===== src/rtl/emux_rxn.sv =====
// emux_rxn: parametrised N-channel UDP receive demux with per-frame IDLE/ACTIVE/DROP tracking.
// Frame/drop/abort statistics are built only when EMUX_RXN_STATS_EN is defined.
module emux_rxn #(
  parameter int NPORT = 4,
  parameter logic [NPORT*16-1:0] PORTS = '0,
  parameter int CW = 16,
  parameter int jumbo_dw = 14
) (
  input  logic clk,
  input  logic rst_n,
  input  logic [11:0] in_c,
  output logic [11:0] out_c,
  output logic [NPORT-1:0] ready,
  output logic strobe,
  output logic crc,
  output logic [7:0] data,
  output logic [3:0] sel_idx,
  output logic active,
  input  logic cnt_clear,
  output logic [NPORT*CW-1:0] frame_cnt,
  output logic [CW-1:0] drop_cnt,
  output logic [CW-1:0] abort_cnt
);
  typedef enum logic [1:0] {IDLE, ACTIVE, DROP} state_t;
  state_t state, state_nx;
  logic in_crc, in_s, in_p;
  logic [7:0] in_d;
  logic [NPORT-1:0] hi_match, hi_nx;
  logic [3:0] win, sel_nx;
  logic close_frame, close_drop, abort;
  assign in_crc = in_c[11];
  assign in_s = in_c[9];
  assign in_p = in_c[8];
  assign in_d = in_c[7:0];
  assign data = in_d;
  assign active = state == ACTIVE;
  assign strobe = in_s & active;
  // The port high byte arrives the cycle before the in_p strobe that carries the low byte.
  for (genvar k = 0; k < NPORT; k++) begin : g_ch
    assign hi_nx[k] = in_d == PORTS[16*k+8 +: 8];
    assign ready[k] = in_p && in_d == PORTS[16*k +: 8] && hi_match[k] && PORTS[16*k +: 16] != 16'd0;
  end
  always_comb begin
    win = '0;
    for (int k = NPORT - 1; k >= 0; k--) if (ready[k]) win = 4'(k);
  end
  // A coincident CRC closes the old frame before the new header takes effect.
  always_comb begin
    state_nx = state;
    sel_nx = sel_idx;
    close_frame = in_crc && state == ACTIVE;
    close_drop = in_crc && state == DROP;
    abort = in_p && !in_crc && state != IDLE;
    if (in_p) begin
      state_nx = |ready ? ACTIVE : DROP;
      sel_nx = |ready ? win : sel_idx;
    end else if (in_crc && state != IDLE) state_nx = IDLE;
  end
  always_ff @(posedge clk or negedge rst_n)
    if (!rst_n) begin
      state <= IDLE;
      sel_idx <= '0;
      hi_match <= '0;
      out_c <= '0;
      crc <= 1'b0;
    end else begin
      state <= state_nx;
      sel_idx <= sel_nx;
      hi_match <= hi_nx;
      out_c <= in_c;
      crc <= in_crc & active;
    end
`ifdef EMUX_RXN_STATS_EN
  logic [CW-1:0] fcnt [NPORT];
  always_ff @(posedge clk or negedge rst_n)
    if (!rst_n) begin
      for (int k = 0; k < NPORT; k++) fcnt[k] <= '0;
      drop_cnt <= '0;
      abort_cnt <= '0;
    end else if (cnt_clear) begin
      for (int k = 0; k < NPORT; k++) fcnt[k] <= '0;
      drop_cnt <= '0;
      abort_cnt <= '0;
    end else begin
      for (int k = 0; k < NPORT; k++) if (close_frame && sel_idx == 4'(k)) fcnt[k] <= fcnt[k] + CW'(1);
      if (close_drop) drop_cnt <= drop_cnt + CW'(1);
      if (abort) abort_cnt <= abort_cnt + CW'(1);
    end
  for (genvar k = 0; k < NPORT; k++) begin : g_cnt
    assign frame_cnt[CW*k +: CW] = fcnt[k];
  end
`else
  assign frame_cnt = '0;
  assign drop_cnt = '0;
  assign abort_cnt = '0;
`endif
  logic unused_ok;
  assign unused_ok = ^{in_c[10], cnt_clear, close_frame, close_drop, abort, jumbo_dw != 0};
endmodule


===== config.mk =====
export PLATFORM = sky130hd
export DESIGN_NAME = emux_rxn
export DESIGN_NICKNAME = d
export VERILOG_FILES = /design/src/rtl/emux_rxn.sv
export SDC_FILE = /design/constraint.sdc
export NUM_CORES = 1
export LEC_CHECK = 0
export BUFFER_PORTS_ARGS = -buffer_cell sky130_fd_sc_hd__buf_2
export CORE_MARGIN = 4
export CORE_UTILIZATION = 34
export CTS_BUF_LIST = sky130_fd_sc_hd__clkbuf_4 sky130_fd_sc_hd__clkbuf_8
export DETAILED_ROUTE_END_ITERATION = 8
export GPL_ROUTABILITY_DRIVEN = 0
export PLACE_DENSITY_LB_ADDON = 0.2
export SLEW_MARGIN = 20
export SYNTH_ARGS = -nofsm -noshare
export SYNTH_HDL_FRONTEND = slang
export SYNTH_SLANG_ARGS = --single-unit
export TNS_END_PERCENT = 1

===== constraint.sdc =====
create_clock -name clk -period 0.8 [get_ports clk]
set_input_delay 0.16 -clock clk [delete_from_list [all_inputs] [get_ports clk]]
set_output_delay 0.16 -clock clk [all_outputs]
set_load 0.05 [all_outputs]

After elaboration in Yosys (flattened, before gate mapping)
Cells that the tools add are included.
Cells by class
  equal/unequal tests: 1
  multiplexer cells: 2
  bitwise operators: 2
  reductions and logical operators: 3
Operators by type and width (count)
  $mux 2: 2
  $reduce_bool 2->1: 2
  $and 1x1->1: 2
  $eq 2x1->1 const B: 1
  $logic_and 1x1->1: 1
Storage, ports and cells
  register bits after elaboration: 15
  input port bits: 15
  output and inout bits: 127
  word-level logic and storage cells: 11

Longest topological paths before layout
  depth after elaboration: 4
  mapped depth: 1
  gate-level depth less buffers: 0

Worst setup path after synthesis
OpenSTA, ideal clock, no wires.
  path kind: register to output
  start point: register out_c[0]
  end point: output port out_c[0]
  arrival: 0.586 ns
  required time: 0.640 ns
  slack: 0.054 ns
  cell stages (with the launch flop): 1
  buffers on the path: 0
  cells stage by stage: dfrtp_1
RTL lines
  from (decl): line 12  | output logic [11:0] out_c,
  from (signal assigned): line 70  | out_c <= in_c;
No word-level cell between the ends.

Final worst setup path
  start point: register out_c[3]
  end point: output port out_c[3]
No word-level cell between the ends.

==> metrics.md <==
| Metric | Value |
|---|---|
| Status | `complete, but fails checks` |
| Failing checks | `negative setup slack` |
| Largest registers | `out_c x12` |
| Synth warn | `0` |
| Top FF cell, synth | `dfrtp_1` |
| Die H | `66.60 microns` |
| Drc violations | `0` |
| Worst-path maximum fanout | `1` |
| Final period util | `119.2%` |
| Seq/Total Area, Yosys | `25.72%` |
| Clock power frac | `17.6%` |
| Ant diodes | `0` |
| Largest net degree at the start of global routing | `13` |
| Combinational share of power | `57.1%` |
| Avg WL per Cell | `7.122 microns` |
| CP max stage delay | `380 ps` |
| Tmin final | `953.8 ps` |
| Synth area leaders | `buf_4 74%, dfrtp_1 26%, conb_1 0.32%` |
| Share of cells above drive strength 1 | `22.16%` |
| Critical path startpoint category | `flip-flop` |
| Max Cap Viol | `0` |
| Post-synth top cells | `115 x buf_4, 12 x dfrtp_1, 1 x conb_1` |
| Via Count | `551` |
| Endpoints failing setup | `12` |
| Synth-to-Final Area Change | `-1.822%` |
| IO buf count | `33` |
| Fillcell total | `351` |
| Crit Path Category | `reg -> out` |
| First-pass GRT wire length | `1.352 mm` |
| Async S/R FF share, synth | `100.0%` |
| Final hold vios | `0` |
| Slowest-stage cell, CP | `dfrtp_1` |
| Peak supply drop | `0.5043 mV` |
| H-tree depth | `1` |
| CTS root buf | `clkbuf_4` |
| Num CTS Buffers | `3` |
| Initial Util | `34.98%` |
| Critical path, cell by cell | `buf_6` |
| Cell-internal power | `1.044 mW` |
| Synth Area per Inst | `9.120 sq um` |
| Die ar. | `4435 sq um` |
| Total power | `2.570 mW` |
| Row cnt | `21` |
| Synth Instances | `128` |
| WP buf/inv | `1` |
| Fmax | `1048 MHz` |
| Total gr overflow | `0` |
| Post-CTS setup buffer count | `0` |
| Fin cells | `213` |
| CTS tree | `done` |
| Pwr dens | `2243 nW/um^2` |
| Nets@finish | `183` |
| Part of the power in registers | `25.3%` |
| Unique masters post-synth | `3` |
| Leakage | `0.7087 nW` |
| Slew Limit Fails | `0` |
| Clk buf depth | `2` |
| Dpl hpwl | `1.300 mm` |
| Switch Pwr | `1.527 mW` |
| Die Wd | `66.60 microns` |
| Switching Share | `59.40%` |
| Worst-path clk slew | `70 ps` |
| Arrival time at the worst endpoint | `790 ps` |
| GRT Resource Usage Total | `4.326%` |
| Unrepaired setup endpoints after global routing | `yes` |
| Register bank with the most flops | `out_c` |
| I/O pin cnt | `142` |
| Sink Count | `12` |
| Via density | `2.587` |
| CP top delay family | `flip-flops` |
| Most frequent cell after synthesis | `buf_4` |
| First-pass DRT Iterations | `2` |
| Setup slack after layout | `-153.8 ps` |
| Core area | `3337 sq um` |
| Yosys top cell area share | `73.95%` |
| Synth Register Bits | `12` |
| Max FFs per register | `12` |
| Final antenna-violating net count | `0` |
| Placed Cells | `198` |
| Post-synth EDFFs | `0` |
| Worst EP required | `640 ps` |
| Post-Route WL | `1.517 mm` |
| Post-synth top area cell | `buf_4` |
| Post-Syn Area | `1167 sq um` |
| Hold crit path type | `in -> reg` |
| Via count of the first global-routing pass | `298` |
| Crit. End Element | `primary output` |
| DRT iter0 DRCs | `10` |
| Initial antenna violation count | `0` |
-- metal layers --
layer	vias up	global-route usage, %	wire [microns]
met5	-	0	0
met4	0	5.330	32
met3	2	0.8432	352
met2	74	7.797	828
met1	235	3.484	304
li1	240	-	-
-- power by group through the flow --
stage,logic (mW),clock network [mW],registers (mW)
4_1_cts,1.42,0.471,0.650
6_report,1.47,0.453,0.651
3_3_place_gp,1.37,0,0.654
3_5_place_dp,1.37,0,0.654
2_1_floorplan,1.60,0,0.770
5_1_grt,1.51,0.526,0.653
-- final timing paths --
| kind | startpoint | end | slack, ps | cells past startpoint |
|---|---|---|---|---|
| hold / removal | in_c[5] | out_c[5] | 20 | 1 |
| min in group asynchronous | rst_n | out_c[2] | 300 | 2 |
| max in group asynchronous | rst_n | out_c[6] | 290 | 2 |
| setup / recovery | out_c[3] | out_c[3] | -150 | 1 |
-- cells by family (layout without fill, tap and decap cells) --
| family | count (synthesis) | in the layout | share of synthesized area, % |
|---|---|---|---|
| DFF | 12 | 12 | 25.72 |
| buffers and inverters | 115 | 48 | 73.96 |
| other | 1 | 107 | 0.3212 |
-- repair_timing --
action | CTS | global route
gates resized for setup | 24 | 0
hold buffers | 3 | 8
hold endpoints to repair | 14 | 8
endpoints found under the setup margin | 12 | 12
-- layout by cell type (no fill, tap or decap) --
master	count
dlygate4sd3_1	11
conb_1	107
dfrtp_1	12
clkbuf_8	1
buf_6	12
clkbuf_4	3
buf_2	21
-- metrics by stage --
step	setup WS [ps]	area, sq um	TNS (ps)	utilization [%]	hold WS [ps]
global placement	84.02	924.6	0	27.71	43.32
detailed placement	83.18	924.6	0	27.71	43.32
global route	-208.7	1146	-2236	34.35	0.5054
floorplan	54.05	1565	0	-	-135.6
finish	-153.8	1146	-1737	34.35	20.59
CTS	-158.1	1066	-1843	31.95	3.275
-- layout make-up --
type	instances	area, sq um	area share (%)
multi-input cells	107	401.6	35.04
repair buffers	44	350.3	30.57
well taps	46	57.56	5.022
flip-flops and latches	12	300.3	26.20
clock buffers	4	36.28	3.166
(Power assumes the default switching activity.)
